==> src/rtl/nco_sweep_pkg.sv <==
// +--------------------------------------------------------------------+
// | nco_sweep_pkg : shared types and default widths for the NCO sweeper |
// | Rev 1.0                                                            |
// +--------------------------------------------------------------------+
`default_nettype none

package nco_sweep_pkg;

  localparam int APR = 32;
  localparam int NSW = 16;
  localparam int DWW = 16;

  typedef enum logic [0:0] {
    IDLE  = 1'b0,
    SWEEP = 1'b1
  } sweep_state_e;

endpackage

`default_nettype wire

==> src/rtl/nco_dwell_cnt.sv <==
// +--------------------------------------------------------------------+
// | nco_dwell_cnt : per-value dwell counter, wraps at max(dwell,1)-1    |
// | Rev 1.0                                                            |
// +--------------------------------------------------------------------+
`default_nettype none

module nco_dwell_cnt #(
  parameter int DWW = nco_sweep_pkg::DWW
) (
  input  logic           clk,
  input  logic           reset_n,
  input  logic           clken,
  input  logic           clr_i,
  input  logic [DWW-1:0] dwell_i,
  output logic           tc_o
);

  logic [DWW-1:0] cnt_q;
  logic [DWW-1:0] cnt_d;
  logic [DWW-1:0] last_cnt;

  // A dwell of zero behaves as a dwell of one.
  assign last_cnt = (dwell_i == '0) ? '0 : dwell_i - DWW'(1);
  assign tc_o     = (cnt_q == last_cnt);

  always_comb begin
    cnt_d = cnt_q + DWW'(1);
    if (clr_i || tc_o) begin
      cnt_d = '0;
    end
  end

  always_ff @(posedge clk) begin
    if (!reset_n) begin
      cnt_q <= '0;
    end else if (clken) begin
      cnt_q <= cnt_d;
    end
  end

endmodule

`default_nettype wire

==> src/rtl/nco_sweep_ctrl.sv <==
// +--------------------------------------------------------------------+
// | nco_sweep_ctrl : stepped linear-chirp phase-increment generator     |
// | Rev 1.0                                                            |
// +--------------------------------------------------------------------+
`default_nettype none

module nco_sweep_ctrl #(
  parameter int APR = nco_sweep_pkg::APR,
  parameter int NSW = nco_sweep_pkg::NSW,
  parameter int DWW = nco_sweep_pkg::DWW
) (
  input  logic           clk,
  input  logic           reset_n,
  input  logic           clken,
  input  logic           start_i,
  input  logic           abort_i,
  input  logic [APR-1:0] cfg_start_i,
  input  logic [APR-1:0] cfg_step_i,
  input  logic [NSW-1:0] cfg_nsteps_i,
  input  logic [DWW-1:0] cfg_dwell_i,
  input  logic           cfg_cont_i,
  output logic [APR-1:0] phi_inc_o,
  output logic           sweep_trig_o,
  output logic           busy_o,
  output logic           done_o,
  output logic [NSW-1:0] step_idx_o
);

  import nco_sweep_pkg::*;

  sweep_state_e   state_q;
  logic [APR-1:0] start_q;
  logic [APR-1:0] step_q;
  logic [NSW-1:0] nsteps_q;
  logic [DWW-1:0] dwell_q;
  logic           cont_q;
  logic [APR-1:0] phi_q;
  logic [NSW-1:0] idx_q;
  logic           trig_q;
  logic           busy_q;
  logic           done_q;

  logic           dwell_tc;
  logic           dwell_clr;
  logic           last_idx;

  // Hold the dwell counter at zero outside a sweep so value 0 gets a full dwell.
  assign dwell_clr = (state_q != SWEEP) || abort_i;
  assign last_idx  = (idx_q == nsteps_q - NSW'(1));

  nco_dwell_cnt #(
    .DWW (DWW)
  ) u_dwell (
    .clk     (clk),
    .reset_n (reset_n),
    .clken   (clken),
    .clr_i   (dwell_clr),
    .dwell_i (dwell_q),
    .tc_o    (dwell_tc)
  );

  always_ff @(posedge clk) begin
    if (!reset_n) begin
      state_q  <= IDLE;
      start_q  <= '0;
      step_q   <= '0;
      nsteps_q <= '0;
      dwell_q  <= '0;
      cont_q   <= 1'b0;
      phi_q    <= '0;
      idx_q    <= '0;
      trig_q   <= 1'b0;
      busy_q   <= 1'b0;
      done_q   <= 1'b0;
    end else if (clken) begin
      trig_q <= 1'b0;
      done_q <= 1'b0;
      case (state_q)
        IDLE: begin
          phi_q <= '0;
          idx_q <= '0;
          if (start_i && !abort_i && (cfg_nsteps_i != '0)) begin
            state_q  <= SWEEP;
            start_q  <= cfg_start_i;
            step_q   <= cfg_step_i;
            nsteps_q <= cfg_nsteps_i;
            dwell_q  <= cfg_dwell_i;
            cont_q   <= cfg_cont_i;
            phi_q    <= cfg_start_i;
            trig_q   <= 1'b1;
            busy_q   <= 1'b1;
          end
        end
        SWEEP: begin
          if (abort_i) begin
            state_q <= IDLE;
            phi_q   <= '0;
            idx_q   <= '0;
            busy_q  <= 1'b0;
          end else if (dwell_tc) begin
            if (!last_idx) begin
              phi_q <= phi_q + step_q;
              idx_q <= idx_q + NSW'(1);
            end else if (cont_q) begin
              phi_q  <= start_q;
              idx_q  <= '0;
              trig_q <= 1'b1;
            end else begin
              state_q <= IDLE;
              phi_q   <= '0;
              idx_q   <= '0;
              busy_q  <= 1'b0;
              done_q  <= 1'b1;
            end
          end
        end
        default: begin
          state_q <= IDLE;
        end
      endcase
    end
  end

  assign phi_inc_o    = phi_q;
  assign step_idx_o   = idx_q;
  assign sweep_trig_o = trig_q;
  assign busy_o       = busy_q;
  assign done_o       = done_q;

endmodule

`default_nettype wire

==> config.mk <==
export PLATFORM = sky130hd
export DESIGN_NAME = nco_sweep_ctrl
export DESIGN_NICKNAME = d
export VERILOG_FILES = /design/src/rtl/nco_sweep_pkg.sv /design/src/rtl/nco_dwell_cnt.sv /design/src/rtl/nco_sweep_ctrl.sv
export SDC_FILE = /design/constraint.sdc
export NUM_CORES = 1
export LEC_CHECK = 0
export CAP_MARGIN = 0
export CORE_ASPECT_RATIO = 0.5
export CORE_UTILIZATION = 45
export CTS_CLUSTER_SIZE = 14
export DETAILED_ROUTE_END_ITERATION = 6
export GPL_TIMING_DRIVEN = 0
export PLACE_DENSITY = 0.74
export SLEW_MARGIN = 20
export SYNTH_ARGS = -nofsm -noshare
export SYNTH_HDL_FRONTEND = slang
export SYNTH_SLANG_ARGS = --single-unit
export TNS_END_PERCENT = 20
==> constraint.sdc <==
create_clock -name clk -period 3.3 [get_ports clk]
set_input_delay 0.495 -clock clk [delete_from_list [all_inputs] [get_ports clk]]
set_output_delay 0.495 -clock clk [all_outputs]
set_load 0.02 [all_outputs]
Word level (Yosys, flattened, before mapping)
Index checks and enable logic that the tools add are counted.
{ "op_classes": {"addsub": 5, "n_mul": 0, "n_div": 0, "n_lt_le_gt_ge": 0, "eq_ne": 6, "shift": 0, "n_mux": 33, "n_bitwise": 1, "n_reduce_logical": 10} }
{ "ops": {"columns": ["op", "n"], "rows": [
  ["2-to-1 mux 32 bit", 5],
  ["2-to-1 mux 16 bit", 5],
  ["case mux 32 bit (2 select lines)", 1],
  ["adder 16 x 1 -> 16 bit, second input constant", 2],
  ["adder 32 bit", 1],
  ["== test 16 bit", 2],
  ["case mux 16 bit (2 select lines)", 1],
  ["subtractor 16 x 1 -> 16 bit, second input constant", 2],
  ["2-to-1 mux 1 bit", 18],
  ["zero test 16 bit", 1],
  ["nonzero test 16 bit", 1],
  ["inequality test 3 x 2 -> 1 bit, second input constant", 2],
  ["case mux 1 bit (2 select lines)", 3],
  ["AND reduction 5 bit", 1],
  ["inequality test 3 bit, second input constant", 1],
  ["AND reduction 3 bit", 1],
  ["logical AND 1 bit", 2],
  ["logical OR 1 bit", 2],
  ["inequality test 2 x 1 -> 1 bit, second input constant", 1],
  ["AND reduction 2 bit", 1],
  ["zero test 1 bit", 1],
  ["inverter 1 bit", 1]
]} }
{ "totals": {"ff_bits": 165, "latchBits": 0, "ram_bits": 0, "romBits": 0, "in_bits": 102, "out_inout_bits": 51, "wordCells": 67, "mem_count": 0} }

Longest topological paths before layout
{ "logic_depth": {"depth_word": 6, "mapped_depth": 13, "mapped_depth_nobuf": 11} }

Modules after synthesis
From an unflattened synthesis, not the netlist that was laid out.
{ "unflattened": {"hier_cells": 1312, "hier_area_um2": 9862.0} }
{ "modules_own_cells": {"columns": ["mod", "instances", "cells_per_inst", "area_each_um2", "seq_area_each_um2"], "rows": [
  ["nco_sweep_ctrl", 1, 1104, 8244.2, 2982.9],
  ["nco_dwell_cnt", 1, 208, 1617.8, 320.3]
]} }

Worst setup path after synthesis
Ideal clock, no wire load.
{ "synth_timing": {"kind": "register to register", "from": "register dwell_q[0]", "to": "register idx_q[4], in the netlist step_idx_o[4]", "setup_ns": 0.117, "arrival_ns": 2.856, "t_required_ns": 3.183, "path_slack_ns": 0.327, "path_stages_with_launch": 14, "n_path_buf": 2, "synth_period_minus_slack_ns": 2.973, "cell_sequence": "dfxtp_1 -> inv_1 -> ha_1 -> nor3b_2 -> and3_1 -> buf_2 -> nand3_1 -> o32a_1 -> nor4_4 -> o2111ai_2 -> a21boi_4 -> buf_6 -> o21ai_1 -> a32o_1"} }
{ "synth_via": {"elab_chain_cells": 5, "word_cells_on_any_way": 6, "classes_between": "1 x add/sub; 2 x eq/ne; 1 x mux; 2 x reduce/logical"} }
{ "synth_lines": {"columns": ["element", "line", "source"], "rows": [
  ["start: declaration", "nco_sweep_ctrl.sv:35", "logic [DWW-1:0] dwell_q;"],
  ["start signal: assignment", "nco_sweep_ctrl.sv:87", "dwell_q <= cfg_dwell_i;"],
  ["subtractor 16 x 1 -> 16 bit / zero test 16 bit (equally long branches)", "nco_dwell_cnt.sv:23", "assign last_cnt = (dwell_i == '0) ? '0 : dwell_i - DWW'(1);"],
  ["2-to-1 mux 16 bit *", "nco_dwell_cnt.sv:23", null],
  ["== test 16 bit *", "nco_dwell_cnt.sv:24", "assign tc_o = (cnt_q == last_cnt);"],
  ["inequality test 3 x 2 -> 1 bit (no source line) *", null, null],
  ["AND reduction 2 bit (no source line) *", null, null],
  ["end signal: assignment", "nco_sweep_ctrl.sv:103", "idx_q <= idx_q + NSW'(1);"],
  ["end: declaration", "nco_sweep_ctrl.sv:38", "logic [NSW-1:0] idx_q;"]
]} }
Every way passes the cells marked *; elsewhere a longest branch is shown, timed or not.
A chain may end at the register's enable or synchronous reset.

Final worst setup path
{ "layout_timing": {"from": "register dwell_q[1]", "to": "register idx_q[1], in the netlist step_idx_o[1]"} }
Same word-level chain as after synthesis.

==> metrics.md <==
| Metric | Value |
|---|---|
| Startpoint types | `flip-flop` |
| Clock latency on the worst-skew pair | `between 0.4 and 0.5 ns` |
| Final hold violation count | `0` |
| Setup Skew | `around 0.011 ns` |
| Core area | `roughly 21,000 sq um` |
| Pre-antenna DRT Iters | `6` |
| Sink Count | `165` |
| Clock tree buffer depth | `2` |
| Post-route ant nets | `0` |
| WL final | `~33,000 um` |
| Nets | `1,578` |
| DR vias | `about 10,000` |
| TritonCTS Buffers | `17` |
| Unique cell type count in the Yosys netlist | `85` |
| Tmin final | `roughly 3.3 ns` |
| Initial Util | `46.5%` |
| Cell Rows | `37` |
| Pin count of the biggest net entering global routing | `17` |
| Reg2reg path depth | `13` |
| Post-synth ARST share | `0%` |
| Vias per cell | `between 5 and 6` |
| Max rail drop VDD | `between 0.0003 and 0.0004 V` |
| Crit path to | `step_idx_o[1]` |
| Leakage | `around 4.7 nW` |
| Critical Path RT | `around 3.6 ns` |
| Pin slew with the least headroom to its limit | `about 0.8 ns` |
| Post-route cell area | `between 10,000 and 15,000 sq um` |
| Max_cap viols | `0` |
| Die Span Y | `~110 um` |
| CTS tree | `done` |
| Largest fanout on the critical path | `5` |
| Critical path type | `reg -> reg` |
| Layout cells sized above 1 | `under 10%` |
| Vias in the first global route | `between 9,000 and 10,000` |
| Sequential element share of the synthesized area | `34.1%` |
| Overflow after GRT | `0` |
| Final period utilization | `roughly 100%` |
| Cts hold-fix bufs | `0` |
| CTS Root Cell | `clkbuf_16` |
| Max Clk Rate | `slightly above 0.3 GHz` |
| Max-slew violation count | `0` |
| Layout area overhead | `30.7%` |
| Port buffer count | `between 150 and 200` |
| Setup slack after layout | `between 0.007 and 0.008 ns` |
| Syn Inst Count | `approximately 1,300` |
| Register area | `3320 sq um` |
| Worst slew margin | `~47%` |
| CTS clock-pin slew for the worst setup and hold paths | `about 0.070 ns` |
| CP Data Arrival Time | `3.61 ns` |
| Final setup viols | `0` |
| Post-synth EDFFs | `0` |
| PD cells | `417 nW/um^2` |
| Placed Area | `11,500 sq um` |
| Die Wd | `roughly 210 um` |
| Mapped cell area | `9690 sq um` |
| Outcome | `complete, no violations` |
| R2R Setup Slk | `a little under 0.008 ns` |
| Pre-CTS WS | `-0.507 ns` |
| HP Class | `reg -> reg` |
| Util after Layout | `roughly three fifths` |
| Reg2reg end | `step_idx_o[1]` |
| Detailed Place HPWL | `23,900 um` |
| H-tree depth | `4` |
| Global-route wire length before repair | `about 50,000 um` |
| Reg-to-reg startpoint | `dwell_q[1]` |
| Number of synthesized register bits | `around 170` |
| Mean Syn Cell Area | `7.73 sq um` |
| Syn nets | `approximately 1,400` |
| CP endpoint kind | `flip-flop` |
| Die area | `roughly 22,000 sq um` |
| DRC | `0` |
| Drt wl/cell | `roughly 19 um` |
| GRT Util Overall | `29.0%` |
| Worst setup path start | `dwell_q[1]` |
| N_diodes | `0` |
| Yosys synthesis warning count | `0` |
| IO Pins | `~150` |
| Post-synth top flop | `dfxtp_1` |
| FILL cells | `~1,800` |
| 1st-iter DRT viols | `~900` |
| Area of the multi-input gates | `6250 sq um` |
| RSZ-0062 raised after global routing | `yes` |
| RD Place Congestion | `0.907` |
| Initial antenna violation count | `1` |
cells in the mapped netlist (8+ instances only):
library cell / n / share of area (%)
a211oi_1: 11 / 0.85
a21o_1: 20 / 1.5
a21oi_1: 163 / 8.4
a221oi_1: 17 / 1.5
a22oi_1: 11 / 0.85
a31oi_1: 13 / 0.84
and2_1: 8 / 0.52
and3_1: 24 / 1.5
buf_2: 8 / 0.41
clkbuf_1: 60 / 2.3
dfxtp_1: 165 / 34
ha_1: 35 / 4.5
inv_1: 18 / 0.70
mux2i_1: 17 / 1.8
nand2_1: 259 / 10
nand2b_1: 11 / 0.71
nand3_1: 26 / 1.3
nand4_1: 21 / 1.4
nor2_1: 61 / 2.4
nor3_1: 16 / 0.83
nor3b_1: 8 / 0.62
nor4_1: 9 / 0.58
o21ai_0: 60 / 3.1
o21ai_1: 9 / 0.46
xnor2_1: 35 / 3.2
xor2_1: 35 / 3.2
area by class of cell:
cell class | count | area share (%)
buffer | 78 | 3.21
tap | 273 | 2.70
sequential | 165 | 26.2
clock buffer | 19 | 3.50
inverter | 18 | 0.534
multi-input combinational | 991 | 49.4
clock inverter | 13 | 1.33
timing repair buffer | 169 | 13.2
stage by stage:
| stage | TNS [ns] | power [W] | hold WS (ns) | std cells |
|---|---|---|---|---|
| CTS | -0.0131 | 0.00521 | 0.457 | 1713 |
| global route | -2.87 | 0.00546 | 0.476 | 1726 |
| global placement | -25.76 | 0.00306 | 0.440 | 1677 |
| floorplan | 0 | 0.00271 | 0.430 | 1253 |
| detailed placement | -26.55 | 0.00308 | 0.447 | 1677 |
| finish | 0 | 0.00528 | 0.458 | 1726 |
state kept, by name, indices dropped and copies added, names as in the netlist:
signal         flops
start_q           32
dwell_q           16
nsteps_q          16
state_q            1
step_idx_o        16
cont_q             1
sweep_trig_o       1
done_o             1
busy_o             1
u_dwell.cnt_q     16
phi_inc_o         32
step_q            32
report_power, final:
group	internal, W	total (W)	switching, W
registers	0.00206	0.00213	0.0000743
logic	0.000462	0.00102	0.000557
clock network	0.00122	0.00213	0.000901
routing by layer:
metal  share of wire [%]  vias up  GRT usage, %
li1                    -     4876             -
met1                  45     4785          39.9
met2                  44      441          45.0
met3                 8.6       51          6.08
met4                 1.9        0          9.38
met5                   0        -             0
layout by cell type, fill, tap and decap left out, types with 5 or more instances in the layout:
cell,count
clkbuf_1,54
dfxtp_2,5
clkdlybuf4s50_1,151
and2_1,7
nor3b_1,8
nand4_1,21
mux2i_1,17
o21a_1,5
clkbuf_16,18
nor3_1,14
nand2b_1,11
a211oi_1,11
nor2_1,60
a22oi_1,11
dfxtp_1,158
nand3_1,23
xnor2_1,35
buf_4,19
a32o_1,7
a221oi_2,8
o211ai_1,5
inv_1,18
nor4_1,8
nand2_1,257
or3_1,5
nor2b_1,7
a21o_1,20
a31oi_1,13
a221oi_1,9
o21ai_0,54
ha_1,30
and3_1,24
a21oi_1,163
o21ai_1,13
xor2_1,35
worst min path at each step:
stage	startpoint	to	slack, ns	cells past startpoint
after floorplan	start_q[0]	phi_inc_o[0]	0.43	2
after global placement	start_q[18]	start_q[18]	0.44	2
after detailed placement	start_q[6]	start_q[6]	0.45	2
after CTS	start_q[4]	start_q[4]	0.46	2
after global routing	start_q[24]	start_q[24]	0.48	2
final	start_q[6]	start_q[6]	0.46	2
critical path, stage by stage (launching register included):
cell,delay (ns)
dfxtp_4,0.36
or4_4,0.53
buf_6,0.15
or3_4,0.33
a32oi_2,0.21
o2111ai_2,0.15
nor4_2,0.28
buf_4,0.17
o2111ai_4,0.17
a21boi_4,0.30
buf_6,0.17
buf_8,0.13
mux2i_1,0.18
nor2_1,0.05
repair_timing:
item / in CTS / in global routing
pin swaps: 6 / 28
gates resized for setup: 32 / 64
endpoints found under the hold margin: 0 / 0
endpoints found under the setup margin: 59 / 90
buffers inserted: 4 / 13
cloned: 0 / 1
cell families after synthesis:
logic type	share of synthesized area, %
adder cells (fa/ha/maj)	4.73
buffers and inverters	4.26
XOR/XNOR	6.33
multiplexers	1.76
flip-flops	34.1
AND/OR/NAND/NOR	24.0
AO/OA/AOI/OAI	24.8
(Power assumes the default switching activity.)
